--- config.mk ---
export PLATFORM = sky130hd
export DESIGN_NAME = mux2_rr_arbiter_flat
export DESIGN_NICKNAME = d
export VERILOG_FILES = /design/src/rtl/mux2_rr_arbiter_if.sv /design/src/rtl/mux2_rr_arbiter.sv /design/src/flat_wrapper.sv
export SDC_FILE = /design/constraint.sdc
export NUM_CORES = 1
export LEC_CHECK = 0
export BUFFER_PORTS_ARGS = -buffer_cell sky130_fd_sc_hd__clkbuf_2
export CAP_MARGIN = 20
export CORE_AREA = 4 4 41 43
export CTS_BUF_LIST = sky130_fd_sc_hd__clkbuf_2
export CTS_CLUSTER_DIAMETER = 120
export DETAILED_ROUTE_END_ITERATION = 7
export DIE_AREA = 0 0 45 47
export SYNTH_ARGS = -nofsm -noshare
export SYNTH_HDL_FRONTEND = slang
export SYNTH_SLANG_ARGS = --single-unit
--- constraint.sdc ---
create_clock -name clk_i -period 3.8 [get_ports clk_i]
set_input_delay 0.19 -clock clk_i [delete_from_list [all_inputs] [get_ports clk_i]]
set_output_delay 0.19 -clock clk_i [all_outputs]
set_load 0.05 [all_outputs]
--- src/rtl/mux2_rr_arbiter_if.sv ---
// Bundle of the request/grant handshake and the shared 2:1 mux data path.
// The master side belongs to the requesters. The slave side belongs to the arbiter.
interface mux2_rr_arbiter_if #(
  parameter int WIDTH = 1
) ();

  // Requester-driven handshake and data legs
  logic             req0;
  logic             req1;
  logic [WIDTH-1:0] d0;
  logic [WIDTH-1:0] d1;

  // Arbiter-driven grants, select and registered mux result
  logic             gnt0;
  logic             gnt1;
  logic             sel;
  logic [WIDTH-1:0] y;
  logic             y_valid;

  modport master (
    output req0,
    output req1,
    output d0,
    output d1,
    input  gnt0,
    input  gnt1,
    input  sel,
    input  y,
    input  y_valid
  );

  modport slave (
    input  req0,
    input  req1,
    input  d0,
    input  d1,
    output gnt0,
    output gnt1,
    output sel,
    output y,
    output y_valid
  );

endinterface : mux2_rr_arbiter_if

--- src/rtl/mux2_rr_arbiter.sv ---
// Round-robin owner of a shared 2:1 mux. Two requesters compete for the path.
// The arbiter grants one requester at a time and drives the mux select.
// It returns the selected leg, registered one cycle later, with a valid flag.
// A grant holder is forced to rotate after MAX_HOLD consecutive cycles,
// but only while the other requester is also waiting.
module mux2_rr_arbiter #(
  parameter int WIDTH    = 1,
  parameter int MAX_HOLD = 4
) (
  input  logic               clk_i,
  input  logic               rst_i,
  mux2_rr_arbiter_if.slave   bus
);

  // Hold counter only needs to reach MAX_HOLD-1; keep at least one bit
  localparam int HCW = (MAX_HOLD > 1) ? $clog2(MAX_HOLD) : 1;
  localparam logic [HCW-1:0] HOLD_LAST = HCW'(MAX_HOLD - 1);

  typedef enum logic [1:0] {
    ST_IDLE = 2'd0,
    ST_G0   = 2'd1,
    ST_G1   = 2'd2
  } state_e;

  state_e           state_q;
  state_e           state_d;
  logic [HCW-1:0]   hold_q;
  logic [HCW-1:0]   hold_d;
  logic             last_q;
  logic             last_d;
  logic             gnt0_q;
  logic             gnt1_q;
  logic             sel_q;
  logic [WIDTH-1:0] y_q;
  logic             y_valid_q;
  logic             hold_expired_s;

  assign hold_expired_s = (hold_q == HOLD_LAST);

  // Next grant owner: tie-break on last owner, forced rotation on hold expiry
  always_comb begin
    state_d = state_q;
    case (state_q)
      ST_IDLE: begin
        if (bus.req0 && bus.req1) begin
          state_d = last_q ? ST_G0 : ST_G1;
        end else if (bus.req0) begin
          state_d = ST_G0;
        end else if (bus.req1) begin
          state_d = ST_G1;
        end else begin
          state_d = ST_IDLE;
        end
      end
      ST_G0: begin
        if (!bus.req0) begin
          state_d = bus.req1 ? ST_G1 : ST_IDLE;
        end else if (bus.req1 && hold_expired_s) begin
          state_d = ST_G1;
        end else begin
          state_d = ST_G0;
        end
      end
      ST_G1: begin
        if (!bus.req1) begin
          state_d = bus.req0 ? ST_G0 : ST_IDLE;
        end else if (bus.req0 && hold_expired_s) begin
          state_d = ST_G0;
        end else begin
          state_d = ST_G1;
        end
      end
      default: begin
        state_d = ST_IDLE;
      end
    endcase
  end

  // Hold counter restarts on any ownership change and saturates while owned
  always_comb begin
    hold_d = hold_q;
    if (state_d != state_q) begin
      hold_d = {HCW{1'b0}};
    end else if (state_q == ST_IDLE) begin
      hold_d = {HCW{1'b0}};
    end else if (hold_expired_s) begin
      hold_d = hold_q;
    end else begin
      hold_d = hold_q + {{(HCW-1){1'b0}}, 1'b1};
    end
  end

  // Remember which side was granted most recently; IDLE leaves it untouched
  always_comb begin
    last_d = last_q;
    if ((state_d != state_q) && (state_d == ST_G0)) begin
      last_d = 1'b0;
    end else if ((state_d != state_q) && (state_d == ST_G1)) begin
      last_d = 1'b1;
    end else begin
      last_d = last_q;
    end
  end

  // Grant FSM with grant/select outputs registered alongside the state
  always_ff @(posedge clk_i) begin
    if (rst_i) begin
      state_q <= ST_IDLE;
      hold_q  <= {HCW{1'b0}};
      last_q  <= 1'b1;
      gnt0_q  <= 1'b0;
      gnt1_q  <= 1'b0;
      sel_q   <= 1'b0;
    end else begin
      state_q <= state_d;
      hold_q  <= hold_d;
      last_q  <= last_d;
      gnt0_q  <= (state_d == ST_G0);
      gnt1_q  <= (state_d == ST_G1);
      sel_q   <= (state_d == ST_G1);
    end
  end

  // Registered mux leg: capture under the current grant, hold the value when idle
  always_ff @(posedge clk_i) begin
    if (rst_i) begin
      y_q       <= {WIDTH{1'b0}};
      y_valid_q <= 1'b0;
    end else begin
      y_valid_q <= gnt0_q | gnt1_q;
      if (gnt0_q || gnt1_q) begin
        y_q <= sel_q ? bus.d1 : bus.d0;
      end else begin
        y_q <= y_q;
      end
    end
  end

  assign bus.gnt0    = gnt0_q;
  assign bus.gnt1    = gnt1_q;
  assign bus.sel     = sel_q;
  assign bus.y       = y_q;
  assign bus.y_valid = y_valid_q;

endmodule : mux2_rr_arbiter
--- src/flat_wrapper.sv ---
// flat-port wrapper written by rule: the top's interface ports become plain ports
module mux2_rr_arbiter_flat 
#(
  parameter int WIDTH    = 1,
  parameter int MAX_HOLD = 4
)
  (clk_i, rst_i, bus_req0, bus_req1, bus_d0, bus_d1, bus_gnt0, bus_gnt1, bus_sel, bus_y, bus_y_valid);
  mux2_rr_arbiter_if #(.WIDTH(WIDTH)) bus_i ();
  input  logic clk_i;
  input  logic rst_i;
  input wire logic [$bits(bus_i.req0)-1:0] bus_req0;
  input wire logic [$bits(bus_i.req1)-1:0] bus_req1;
  input wire logic [$bits(bus_i.d0)-1:0] bus_d0;
  input wire logic [$bits(bus_i.d1)-1:0] bus_d1;
  output wire logic [$bits(bus_i.gnt0)-1:0] bus_gnt0;
  output wire logic [$bits(bus_i.gnt1)-1:0] bus_gnt1;
  output wire logic [$bits(bus_i.sel)-1:0] bus_sel;
  output wire logic [$bits(bus_i.y)-1:0] bus_y;
  output wire logic [$bits(bus_i.y_valid)-1:0] bus_y_valid;
  assign bus_i.req0 = bus_req0;
  assign bus_i.req1 = bus_req1;
  assign bus_i.d0 = bus_d0;
  assign bus_i.d1 = bus_d1;
  assign bus_gnt0 = bus_i.gnt0;
  assign bus_gnt1 = bus_i.gnt1;
  assign bus_sel = bus_i.sel;
  assign bus_y = bus_i.y;
  assign bus_y_valid = bus_i.y_valid;
  mux2_rr_arbiter #(.WIDTH(WIDTH), .MAX_HOLD(MAX_HOLD)) u_core (.clk_i(clk_i), .rst_i(rst_i), .bus(bus_i));
endmodule
==> summary.md, run 1 <==
| Metric | Value |
|---|---|
| EDFF count, synth | `0` |
| Area contributors post-synth | `dfxtp_1 43%, mux2i_1 7.2%, a21oi_1 6.0%` |
| P&R area growth vs syn | `16.8%` |
| R2r endpoint | `u_core.state_q[0]$_SDFF_PP0_` |
| DR pass1 iterations | `3` |
| Crit. End Element | `flip-flop` |
| Area of the core | `1300 um^2` |
| Row count | `13` |
| CTS Buf Count | `3` |
| Worst path cell trace | `ha_1, and2_2, o31ai_1, a21oi_1` |
| Die Y | `47 um` |
| Initial DRC Count | `7` |
| Final Wtd Congestion | `0.707` |
| DRC Markers | `0` |
| Hold EP | `u_core.bus.y$_SDFFE_PP0P_` |
| Worst VDD drop | `129 uV` |
| CTS tree | `done` |
| Layout Nets | `65` |
| Net Sw Power | `67.7 uW` |
| Pin count of the biggest net entering global routing | `10` |
| Leak | `0.215 nW` |
| Clock Skews | `5.96 ps` |
| Setup TNS | `0 ps` |
| Clock share of power | `32.0%` |
| Die footprint | `2120 um^2` |
| Slew @ Worst Pin | `314 ps` |
| Register area share after synthesis | `43.1%` |
| Clk slew on worst S/H paths | `100 ps` |
| Fmax | `707 MHz` |
| Fin. Hold Viols | `0` |
| ANT cells | `0` |
| Port buffer count | `10` |
| Chip width | `45 um` |
| Post-Syn Area per Cell | `9.29 um^2` |
| Worst Hold Class | `in2reg` |
| Clock Tree Root | `clkbuf_2` |
| Critical Path Start Type | `flip-flop` |
| Combinational share of power | `17.3%` |
| # IOs | `11` |
| Arrival time worst endpoint | `1570 ps` |
| Pint | `141 uW` |
| Slew headroom | `78.9%` |
| Slowest stage delay, CP | `340 ps` |
| Share of power burned in registers | `50.7%` |
| Biggest area consumer among synthesized cells | `dfxtp_1` |
| Async SR Flop Fraction | `0%` |
| Reg2Reg Setup Slack | `2380 ps` |
| Worst skew pair latency | `270 ps` |
| H-tree Lvls | `1` |
| Vias | `370` |
| Final WL | `863 um` |
| WL/cell | `12.0 um` |
| GRT Overall Usage | `9.05%` |
| Max-slew violation count | `0` |
| Clock buffer depth | `2` |
| Vias per cell | `5.14` |
| Initial antenna violation count | `0` |
| Reg2reg path depth | `4` |
| Initial Util | `32.1%` |
| Grt total ovfl | `0` |
| Crit-path max FO | `9` |
| Vias in the first global route | `315` |
| Area share of the largest cell type after synthesis | `43.1%` |
| Synth Flop Type | `dfxtp_1` |
| Ys Warns | `0` |
| Max Cap Viol | `0` |
| Synth unique cells | `23` |
| Setup bufs post-CTS | `0` |
| Final antenna-violating net count | `0` |
| RSZ-0062 raised after global routing | `no` |
| Switch share | `32.5%` |
| Final period utilization | `37.2%` |
| Post-layout min period | `1420 ps` |
| Slowest CP cell | `dfxtp_1` |
| Status | `finished, final reports clean` |
| Setup CP Type | `reg2reg` |
| Hold Startpoint | `bus_d1` |
| Data required, critical path | `3960 ps` |
| Share of layout cells above drive strength 1 | `29.8%` |
| First-pass GRT wire length | `1280 um` |
| Total power | `208 uW` |
| Yosys reg bits | `9` |
| Worst R2R Start | `u_core.hold_q[0]$_SDFFE_PP0P_` |
| Cell Area, Synth | `418 um^2` |
| Hold Crit Depth | `3` |
| Power Dens Cells | `427 nW/um^2` |
| Syn Inst Count | `45` |
| Final setup vio count | `0` |
| Post-CTS Hold Fix Bufs | `0` |
| Post_cts resized | `0` |
| Post-synth net total | `52` |
| Clock sink count | `9` |
-- layout make-up --
class / count / area, um^2
clock buffers: 4 / 20.0
fillers: 143 / 813
inverters: 2 / 7.51
multi-input cells: 32 / 211
flip-flops and latches: 9 / 180
well taps: 15 / 18.8
repair buffers: 10 / 50.0
-- cell families (layout without fill, tap and decap cells) --
| kind of cell | after synthesis | count (layout) | share of synthesized area, % |
|---|---|---|---|
| multiplexers | 4 | 4 | 9.88 |
| flip-flops | 9 | 9 | 43.1 |
| XOR/XNOR | 1 | 1 | 2.10 |
| AND/OR/NAND/NOR | 14 | 14 | 16.5 |
| AO/OA/AOI/OAI | 12 | 12 | 19.2 |
| adder cells (fa/ha/maj) | 1 | 1 | 2.99 |
| buffers and inverters | 4 | 16 | 6.29 |
-- stage by stage --
step | cell area, um^2 | utilization (%) | hold slack (ps) | std cells | setup WS [ps]
final | 488 | 37.5 | 160 | 72 | 2380
after global routing | 488 | 37.5 | 178 | 72 | 2280
after CTS | 488 | 37.5 | 161 | 72 | 2350
after detailed placement | 468 | 36.0 | 444 | 68 | 2370
after global placement | 468 | 36.0 | 437 | 68 | 2420
after floorplan | 418 | - | 262 | 45 | 2510
-- cells in the final DEF (no fill, tap or decap), types with 2 or more instances in the layout --
master	instances
a21oi_1	5
clkbuf_2	14
dfxtp_1	9
inv_1	2
mux2i_1	3
nand2_1	5
nor2_1	3
nor4_1	2
-- layer usage --
metal  share of wire (%)  GRT usage, %
met3                  11          6.13
met4                 1.9          5.26
met1                  43          8.99
met5                   0             0
met2                  44          14.1
-- cells in the mapped netlist, types with 2 or more instances --
cell and number:
mux2i_1 3, nor4_1 2, nand2_1 5, nor2_1 3, inv_1 2, dfxtp_1 9
a21oi_1 5
-- power groups by stage --
stage | Sequential, mW | Combinational [mW] | Clock, mW
CTS | 0.106 | 0.0364 | 0.0682
global placement | 0.108 | 0.0359 | 0
global route | 0.106 | 0.0389 | 0.0711
finish | 0.106 | 0.0361 | 0.0666
floorplan | 0.117 | 0.0168 | 0
detailed placement | 0.108 | 0.0361 | 0
-- worst max-delay path: cells and delay by family (launching register included) --
| kind | cells | cell delay, ps |
|---|---|---|
| AOI/OAI and AO/OA | 2 | 440 |
| and+or+nand+nor | 1 | 230 |
| DFF | 1 | 340 |
| adders and majority gates | 1 | 310 |
-- flip-flops by register name, indices dropped and copies added (netlist names) --
register,cells
u_core.state_q,2
u_core.bus.gnt0,1
u_core.last_q,1
u_core.bus.gnt1,1
u_core.bus.y_valid,1
u_core.hold_q,2
u_core.bus.y,1
-- worst max-delay path by stage --
stage,startpoint,to,slack (ps),cells past startpoint
2_1_floorplan,u_core.bus.gnt0$_SDFF_PP0_,u_core.bus.y$_SDFFE_PP0P_,2510,3
3_3_place_gp,u_core.hold_q[0]$_SDFFE_PP0P_,u_core.state_q[0]$_SDFF_PP0_,2420,4
3_5_place_dp,u_core.hold_q[0]$_SDFFE_PP0P_,u_core.state_q[0]$_SDFF_PP0_,2370,4
4_1_cts,u_core.hold_q[0]$_SDFFE_PP0P_,u_core.state_q[0]$_SDFF_PP0_,2350,4
5_1_grt,u_core.hold_q[0]$_SDFFE_PP0P_,u_core.state_q[0]$_SDFF_PP0_,2280,4
6_report,u_core.hold_q[0]$_SDFFE_PP0P_,u_core.state_q[0]$_SDFF_PP0_,2380,4
Note: power is estimated with default switching activity, not from simulation.
==> run 2: changes to the inputs <==
==> constraint.sdc (replaced) <==
create_clock -name clk_i -period 1.3 [get_ports clk_i]
set_input_delay 0.065 -clock clk_i [delete_from_list [all_inputs] [get_ports clk_i]]
set_output_delay 0.065 -clock clk_i [all_outputs]
set_load 0.05 [all_outputs]
==> summary.md, run 2 (same netlist as run 1, synthesis figures left out) <==
| Metric | Value |
|---|---|
| Power Dens Cells | `1170 nW/um^2` |
| Leak | `0.220 nW` |
| Layout Nets | `66` |
| Status | `finished, final reports clean` |
| WL/cell | `11.2 um` |
| Area of the core | `1300 um^2` |
| CTS tree | `done` |
| GRT Overall Usage | `8.56%` |
| Setup TNS | `0 ps` |
| Die footprint | `2120 um^2` |
| Setup bufs post-CTS | `0` |
| Vias per cell | `5.21` |
| Initial Util | `32.1%` |
| Setup CP Type | `reg2reg` |
| CTS Buf Count | `3` |
| Grt total ovfl | `0` |
| Clock buffer depth | `2` |
| Worst VDD drop | `636 uV` |
| Crit-path max FO | `6` |
| Total power | `604 uW` |
| Slew @ Worst Pin | `231 ps` |
| Final period utilization | `93.6%` |
| P&R area growth vs syn | `23.1%` |
| Final setup vio count | `0` |
| First-pass GRT wire length | `1260 um` |
| Largest registers | `u_core.hold_q (2), u_core.state_q (2)` |
| Final antenna-violating net count | `0` |
| Fmax | `822 MHz` |
| Slowest CP cell | `dfxtp_1` |
| Post-CTS Hold Fix Bufs | `0` |
| Clock sink count | `9` |
| Data required, critical path | `1490 ps` |
| Port buffer count | `10` |
| Critical Path Start Type | `flip-flop` |
| Post-layout min period | `1220 ps` |
| Worst skew pair latency | `250 ps` |
| Fin. Hold Viols | `0` |
| Post-detail-place hpwl | `600 um` |
| Final WL | `818 um` |
| Row count | `13` |
| Slew headroom | `84.2%` |
| Final Wtd Congestion | `0.758` |
| Worst path cell trace | `ha_4, mux2i_1, a211o_1, a21oi_1` |
| Chip width | `45 um` |
| Slowest stage delay, CP | `350 ps` |
| Arrival time worst endpoint | `1410 ps` |
| Clock Skews | `1.29 ps` |
| Max Cap Viol | `0` |
| Most frequent cells in the layout | `14 x clkbuf_2, 8 x dfxtp_1, 5 x nand2_1, 5 x a21oi_1` |
| Pin count of the biggest net entering global routing | `9` |
| Initial DRC Count | `10` |
| # IOs | `11` |
| H-tree Lvls | `1` |
| Most common cell after layout, fill and taps aside | `clkbuf_2` |
| Share of layout cells above drive strength 1 | `36.2%` |
| Vias in the first global route | `325` |
| ANT cells | `0` |
| Max-slew violation count | `0` |
| DRC Markers | `0` |
| Worst Hold Class | `in2reg` |
| Die Y | `47 um` |
| Clk slew on worst S/H paths | `90 ps` |
| Crit. End Element | `flip-flop` |
| DR pass1 iterations | `4` |
| Fillers | `136` |
| RSZ-0062 raised after global routing | `no` |
| Clock Tree Root | `clkbuf_2` |
| Initial antenna violation count | `0` |
| Vias | `380` |
## run 2: cell count changes in the layout (fill, tap and decap cells not counted), sizes merged
cell  delta
buf      +1
## run 2: area by class of cell
class	count	area (um^2)	share of cell area (%)
multi-input cells	32	229	44.5
flip-flops and latches	9	181	35.3
well taps	15	18.8	3.65
repair buffers	11	57.6	11.2
clock buffers	4	20.0	3.89
inverters	2	7.51	1.46
## run 2: stage by stage
stage	std cells	util (%)	cell area, um^2	worst slack (ps)	hold slack [ps]
after floorplan	45	-	418	14.1	137
after global placement	69	36.5	475	39.0	318
after detailed placement	69	36.5	475	7.81	313
after CTS	73	38.1	495	-6.27	45.8
after global routing	73	39.5	514	18.2	59.1
final	73	39.5	514	83.1	46.8
## run 2: power by group
part / internal [mW] / total (mW) / switching [mW] / leakage (nW)
clock network: 0.0817 / 0.186 / 0.105 / 0.0166
registers: 0.293 / 0.311 / 0.0181 / 0.0745
logic: 0.0386 / 0.107 / 0.0685 / 0.129
## run 2: critical path, delay by kind of cell (launching register included)
| kind | cells | cell delay [ps] |
|---|---|---|
| DFF | 1 | 350 |
| adders and majority gates | 1 | 180 |
| muxes | 1 | 140 |
| AOI/OAI and AO/OA | 2 | 480 |
## run 2: final timing paths
check	start	endpoint	slack [ps]	cells after the start
worst min register to register	u_core.bus.gnt0$_SDFF_PP0_	u_core.bus.y_valid$_SDFF_PP0_	510	2
worst max-delay path	u_core.hold_q[1]$_SDFFE_PP0P_	u_core.bus.gnt1$_SDFF_PP0_	80	4
worst max register to register	u_core.hold_q[1]$_SDFFE_PP0P_	u_core.bus.gnt1$_SDFF_PP0_	80	4
worst min-delay path	bus_d1	u_core.bus.y$_SDFFE_PP0P_	50	3
## run 2: what timing repair did
| item | CTS | global route |
|---|---|---|
| endpoints found under the setup margin | 1 | 7 |
| resized for setup | 0 | 4 |
| endpoints found under the hold margin | 0 | 0 |
## run 2: metal layers
metal / global-route usage (%) / vias to the layer above / wire, um
met2: 11.9 / 19 / 322
met4: 0 / 0 / 0
met5: 0 / - / 0
met3: 6.90 / 0 / 97
li1: - / 188 / -
met1: 11.0 / 173 / 398
